--- src/rtl/freq_meter_gated.sv ---
// Gated frequency counter: counts rising edges of an asynchronous input over a fixed window of
// GATE_CYCLES clock cycles and presents each result on a valid/ack interface.
module freq_meter_gated #(
    parameter int unsigned GATE_CYCLES = 100_000_000,
    parameter int unsigned CNT_W       = 32,
    parameter int unsigned SYNC_STAGES = 2
) (
    input  logic             CLK100MHZ,
    input  logic             CPU_RESETN,
    input  logic             sig_in,
    input  logic             start,
    input  logic             continuous,
    output logic [CNT_W-1:0] count,
    output logic             count_valid,
    input  logic             count_ack,
    output logic             overflow,
    output logic             overrun,
    output logic             busy,
    output logic             gate_led
);

    localparam int unsigned TMR_W = $clog2(GATE_CYCLES);
    localparam logic [TMR_W-1:0] TMR_LAST = TMR_W'(GATE_CYCLES - 1);

    typedef enum logic [1:0] {
        S_IDLE = 2'd0,
        S_ARM  = 2'd1,
        S_GATE = 2'd2,
        S_DONE = 2'd3
    } state_e;

    state_e             state_q, state_d;
    logic [SYNC_STAGES-1:0] sync_q;
    logic               prev_q;
    logic               rise_c;
    logic [CNT_W-1:0]   edge_cnt_q, edge_cnt_d;
    logic [TMR_W-1:0]   timer_q, timer_d;
    logic               sat_q, sat_d;
    logic [CNT_W-1:0]   count_q, count_d;
    logic               valid_q, valid_d;
    logic               overflow_q, overflow_d;
    logic               overrun_q, overrun_d;
    logic               busy_q, busy_d;
    logic               led_q, led_d;

    // Metastability chain followed by a one-flop edge detector.
    always_ff @(posedge CLK100MHZ or negedge CPU_RESETN) begin
        if (!CPU_RESETN) begin
            sync_q <= '0;
            prev_q <= 1'b0;
        end else begin
            sync_q <= {sync_q[SYNC_STAGES-2:0], sig_in};
            prev_q <= sync_q[SYNC_STAGES-1];
        end
    end

    assign rise_c = sync_q[SYNC_STAGES-1] & ~prev_q;

    always_ff @(posedge CLK100MHZ or negedge CPU_RESETN) begin
        if (!CPU_RESETN) begin
            state_q <= S_IDLE;
        end else begin
            state_q <= state_d;
        end
    end

    always_comb begin
        state_d = state_q;
        case (state_q)
            S_IDLE: if (start || continuous) state_d = S_ARM;
            S_ARM:  state_d = S_GATE;
            S_GATE: if (timer_q == TMR_LAST) state_d = S_DONE;
            S_DONE: state_d = continuous ? S_ARM : S_IDLE;
            default: state_d = S_IDLE;
        endcase
    end

    // Datapath and result-interface next values.
    always_comb begin
        edge_cnt_d = edge_cnt_q;
        timer_d    = timer_q;
        sat_d      = sat_q;
        count_d    = count_q;
        valid_d    = valid_q;
        overflow_d = overflow_q;
        overrun_d  = overrun_q;
        busy_d     = (state_d != S_IDLE);
        led_d      = (state_d == S_GATE);
        case (state_q)
            S_ARM: begin
                edge_cnt_d = '0;
                timer_d    = '0;
                sat_d      = 1'b0;
            end
            S_GATE: begin
                timer_d = timer_q + TMR_W'(1);
                if (rise_c) begin
                    if (&edge_cnt_q) sat_d = 1'b1;
                    else             edge_cnt_d = edge_cnt_q + CNT_W'(1);
                end
            end
            default: ;
        endcase
        if (state_q == S_DONE) begin
            count_d    = edge_cnt_q;
            overflow_d = sat_q;
            valid_d    = 1'b1;
            if (valid_q && !count_ack) overrun_d = 1'b1;
        end else if (count_ack && valid_q) begin
            valid_d   = 1'b0;
            overrun_d = 1'b0;
        end
    end

    always_ff @(posedge CLK100MHZ or negedge CPU_RESETN) begin
        if (!CPU_RESETN) begin
            edge_cnt_q <= '0;
            timer_q    <= '0;
            sat_q      <= 1'b0;
            count_q    <= '0;
            valid_q    <= 1'b0;
            overflow_q <= 1'b0;
            overrun_q  <= 1'b0;
            busy_q     <= 1'b0;
            led_q      <= 1'b0;
        end else begin
            edge_cnt_q <= edge_cnt_d;
            timer_q    <= timer_d;
            sat_q      <= sat_d;
            count_q    <= count_d;
            valid_q    <= valid_d;
            overflow_q <= overflow_d;
            overrun_q  <= overrun_d;
            busy_q     <= busy_d;
            led_q      <= led_d;
        end
    end

    assign count       = count_q;
    assign count_valid = valid_q;
    assign overflow    = overflow_q;
    assign overrun     = overrun_q;
    assign busy        = busy_q;
    assign gate_led    = led_q;

endmodule

--- config.mk ---
export PLATFORM = sky130hd
export DESIGN_NAME = freq_meter_gated
export DESIGN_NICKNAME = d
export VERILOG_FILES = /design/src/rtl/freq_meter_gated.sv
export SDC_FILE = /design/constraint.sdc
export NUM_CORES = 1
export LEC_CHECK = 0
export CAP_MARGIN = 20
export CELL_PAD_IN_SITES_DETAIL_PLACEMENT = 2
export CELL_PAD_IN_SITES_GLOBAL_PLACEMENT = 2
export CORE_MARGIN = 4
export CORE_UTILIZATION = 38
export DETAILED_ROUTE_END_ITERATION = 10
export PLACE_DENSITY_LB_ADDON = 0.1
export SYNTH_ARGS = -nofsm -noshare
export SYNTH_HDL_FRONTEND = slang
export SYNTH_SLANG_ARGS = --single-unit
--- constraint.sdc ---
create_clock -name CLK100MHZ -period 4.5 [get_ports CLK100MHZ]
set_input_delay 0.9 -clock CLK100MHZ [delete_from_list [all_inputs] [get_ports CLK100MHZ]]
set_output_delay 0.9 -clock CLK100MHZ [all_outputs]
set_load 0.005 [all_outputs]
# Word-level counts from Yosys, hierarchy flattened
# Index checks and enable logic that the tools add are counted.
[word_totals]
ff_bits = 102
input_bits = 6
out_inout_bits = 37
elab_cells = 52
[classes]
addsub = 2
eq_ne = 9
n_mux = 15
bitwise_logic = 2
reduce_logical = 12
[ops]
columns = ["op", "count"]
rows = [
  ["32-bit two-way mux", 2],
  ["32-bit one-hot mux with 2 select lines", 1],
  ["27-bit one-hot mux with 2 select lines", 1],
  ["32-bit by 1-bit adder with 32-bit output, second input constant", 1],
  ["32-bit AND reduction", 1],
  ["27-bit by 1-bit adder with 27-bit output, second input constant", 1],
  ["27-bit equality test, second input constant", 1],
  ["2-bit one-hot mux with 4 select lines", 1],
  ["1-bit two-way mux", 7],
  ["2-bit equality test, second input constant", 3],
  ["2-bit != test, second input constant", 3],
  ["3-bit AND reduction", 2],
  ["2-bit nonzero test", 3],
  ["2-bit two-way mux", 2],
  ["2-bit by 1-bit equality test with 1-bit output, second input constant", 1],
  ["1-bit logical AND", 2],
  ["2-bit zero test", 1],
  ["2-bit by 1-bit != test with 1-bit output, second input constant", 1],
  ["1-bit one-hot mux with 2 select lines", 1],
  ["2-bit AND reduction", 1],
  ["1-bit AND", 1],
  ["1-bit zero test", 1],
  ["1-bit logical OR", 1],
  ["1-bit inverter", 1],
]

# Depth between registers and ports, before layout
[depth]
ltp_word = 4
depth_mapped = 8
depth_no_buf = 7

# Worst setup path before layout
# No wires, ideal clock.
[synth_timing]
path_type = "reg-to-reg"
start = "reg edge_cnt_q[0]"
end = "reg edge_cnt_q[18]"
setup_time_ps = 126
t_arrival_ps = 1894
required_time_ps = 4374
path_slack_ps = 2480
stages_incl_launch_ff = 8
n_path_buf = 1
synth_period_minus_slack_ps = 2020
path_cell_list = "dfrtp_1 > ha_1 > and4_1 > nand3_2 > or3_4 > buf_6 > and4_1 > a221o_1"
[synth_via]
elab_chain_len = 4
elab_cells_between_ends = 7
classes_between = "1 x add/sub; 1 x eq/ne; 3 x mux; 2 x reduce/logical"
[synth_rtl]
columns = ["element", "line", "rtl"]
rows = [
  ["start, declared", "36", "logic [CNT_W-1:0] edge_cnt_q, edge_cnt_d;"],
  ["start signal, assigned", "127", "edge_cnt_q <= edge_cnt_d;"],
  ["32-bit by 1-bit adder with 32-bit output", "99", "else edge_cnt_d = edge_cnt_q + CNT_W'(1);"],
  ["32-bit two-way mux", "98", "if (&edge_cnt_q) sat_d = 1'b1;"],
  ["32-bit two-way mux", "97", "if (rise_c) begin"],
  ["32-bit one-hot mux with 2 select lines", "89", "case (state_q)"],
]
# Parallel ways exist; a longest one is shown, timed or not. The select of a mux whose other input is x is not followed.
# A chain may end at the register's enable or synchronous reset.

# Final worst setup path
[layout_timing]
start = "reg edge_cnt_q[0]"
end = "reg edge_cnt_q[22]"
# The elaborated chain is that of the path after synthesis.

==> results by group <==
Run status
  • Status: completed

Yosys
  • Syn_nets: 495
  • Sequential element share of the synthesized area: 0.4974
  • Post-Syn Area: 5131 sq um
  • Largest family of logic cells by synthesized area: simple AND/OR/NAND/NOR gates
  • Gate Count Post-Synth: 483
  • YS warnings: 0
  • Post-synthesis async set-or-reset flop share: 1.000
  • Mapped Avg Cell Area: 10.62 sq um
  • Number of flops mapped to enable cells by yosys: 0
  • Simple logic cell fraction of the synthesized area: 0.2182
  • Post-synthesis adder-cell area fraction: 0.01463
  • Top FF cell, synth: dfrtp_1
  • Multiplexer share of the synthesized area: 0.07852
  • Top cells by count, synth: 102 x dfrtp_1, 34 x mux2_2, 34 x nor2_1
  • Most frequent cell after synthesis: dfrtp_1
  • Top cell type's share of synthesized area: 0.4974
  • Post-synthesis compound-gate area fraction: 0.1158
  • FF+latch count, synth: 102
  • XOR/XNOR Fraction of Synth Area: 0.03926
  • Distinct cells, synth: 59
  • Main area contributors after synthesis: dfrtp_1 50%, mux2_2 7.5%, nand4_1 2.7%
  • Synth area leader: dfrtp_1

Floorplanning
  • Die area: 15,430 sq um
  • Die Width: 124.2 um
  • Die height: 124.2 um
  • Number of I/O pins: 43
  • Core box area: 13,240 sq um
  • Std cell rows: 42
  • Initial cell density of the core: 0.3875

STA
  • RSZ-0062 raised after global routing: no
  • Setup ws final: 1.385 ns
  • Final slew viol count: 0
  • Final TNS setup: 0 ns
  • Number of setup violations in the final report: 0
  • Worst slew pin tran: 1.034 ns
  • Fin crit share: 0.6923
  • Rel. slew slack: 0.3109
  • FMAX: 321.0 MHz
  • Final hold viol count: 0
  • Tmin final: 3.115 ns
  • Layout Skew: 0.01035 ns

GRT
  • Antenna violations before repair: 0
  • Total track usage: 0.1985
  • First-pass GRT wire length: 24.62 mm
  • Grt ovf: 0
  • Pin count of the biggest net entering global routing: 43
  • Number of global-route vias before repair: 4,485

Pwr
  • Pwr/cell area: 398.0 nW/um^2
  • Final Total Pwr: 0.002375 W
  • Max VDD drop: 0.0002372 V
  • Pleak: 2.637 nW

Worst setup path
  • Critical path cell sequence: ha_1 > and4_1 > nand3_2 > or3_4 > a21oi_1 > a221o_1
  • Worst Setup Start Kind: flop
  • Slowest cell on crit path: a21oi_1
  • Slowest stage delay, CP: 0.86 ns
  • Crit. End Element: flop
  • CP Class: flop to flop
  • Crit path arrival time: 3.40 ns
  • Data required, critical path: 4.78 ns
  • Worst-path fanout max: 21

Cells and area
  • Final Util: 0.4506
  • Syn-to-layout area delta: 16.29%
  • Fin nets: 529
  • Fraction of layout cells with a size suffix above 1: 0.1398
  • Antenna cells: 0

Drt
  • Antenna-violating nets left: 0
  • DRC viols: 0
  • WL final: 14.92 mm
  • Initial DRC count: 196
  • WL/cell: 21.37 um
  • DR vias/cell: 5.832
  • Vias after detailed routing: 4,071
  • DR pass1 iterations: 4

CTS
  • PostCTS Resize Cnt: 0
  • Root Driver: clkbuf_16
  • Post-CTS Setup Bufs: 0
  • Cts hold-fix bufs: 0
  • CTS tree: yes
  • Clock transition at path regs: 0.07 ns
  • Clock sinks: 102
  • Clock Path Buffers: 2
  • Total CTS buffers: 9
  • H-Tree Depth: 3
  • Clk_lat worst skew: 0.36 ns

Worst hold path
  • Hold Path Class: flop to flop

Job
  • Max-cap violation count: 0

Placement
  • IO Port Bufs: 42
  • DP Worst Slack: 1.436 ns
  • GP Congestion: 0.7699
  • Hpwl dp: 10.07 mm
-- flip-flops by register name, summed over array words and instances, names as in the netlist, 2 cells and up --
signal and cells:
count 32, timer_q 27, state_q 2, edge_cnt_q 32, sync_q 2
-- routing by layer --
| metal | share of wire | GRT usage | up-vias |
|---|---|---|---|
| met2 | 0.48 | 0.3276 | 68 |
| met4 | 0.011 | 0.03933 | 0 |
| li1 | - | - | 1866 |
| met1 | 0.47 | 0.2667 | 2122 |
| met5 | 0 | 0 | - |
| met3 | 0.035 | 0.04940 | 15 |
-- critical path, delay by kind of cell, from the launching register on --
family / cells / cell delay (ns)
simple gates: 3 / 1.18
fa+ha+maj: 1 / 0.25
compound gates: 2 / 1.17
flops: 1 / 0.43
-- final timing paths --
check                      slack, ns           from        endpoint  depth (start not counted)
min in group asynchronous       0.50     CPU_RESETN  edge_cnt_q[21]                          1
max in group asynchronous       3.07     CPU_RESETN      timer_q[9]                          2
setup / recovery                1.38  edge_cnt_q[0]  edge_cnt_q[22]                          6
hold reg to reg                 0.36      sync_q[0]       sync_q[1]                          0
setup reg to reg                1.38  edge_cnt_q[0]  edge_cnt_q[22]                          6
hold / removal                  0.36      sync_q[0]       sync_q[1]                          0
-- per-stage QoR --
| stage | hold WS [ns] | instance area (sq um) | std cells |
|---|---|---|---|
| floorplan | 0.3312 | 5131 | 483 |
| CTS | 0.3660 | 5967 | 698 |
| global placement | 0.3343 | 5690 | 682 |
| detailed placement | 0.3491 | 5690 | 682 |
| finish | 0.3628 | 5967 | 698 |
| global route | 0.3740 | 5967 | 698 |
-- placed cells by master (no fill, tap or decap), types with 3 or more instances in the layout --
cell type and instances:
nand4_1 22, nor4_1 13, and3_1 10, dfrtp_1 102
clkinv_2 3, a211oi_1 3, nand4b_1 4, clkinvlp_4 3
ha_1 5, nand2b_1 4, nor4b_1 3, a211o_1 10
a21oi_1 13, xnor2_1 10, buf_4 8, a21o_1 4
nand2_1 31, inv_1 13, o211a_1 3, clkbuf_16 9
mux2_2 34, xor2_1 13, and4_1 11, o211ai_1 6
and2_1 5, nor3_1 16, clkdlybuf4s50_1 41, o31ai_1 9
or4_1 5, nand3_1 21, nor2_1 34, o21ai_0 14
a221o_1 4
-- report_power, final --
group          internal [W]  switching [W]  leakage, nW
sequential         0.000971      0.0000489         1.40
clock              0.000388       0.000364        0.130
combinational      0.000199       0.000405         1.10
total               0.00156       0.000818         2.64
-- logic make-up after synthesis --
family	count (synthesis)
DFF	102
buffers and inverters	39
and+or+nand+nor	196
AOI/OAI and AO/OA	81
muxes	36
adders and majority gates	6
xor gates and xnor gates	23
-- cell type report --
cell class	count	area, sq um
clock buffers	10	239.0
clock inverters	6	37.54
fillers	1413	7276
inverters	13	48.80
multi-input cells	342	2399
flip-flops and latches	102	2552
well taps	176	220.2
repair buffers	49	470.5
Power figures use the tool's default switching activity.
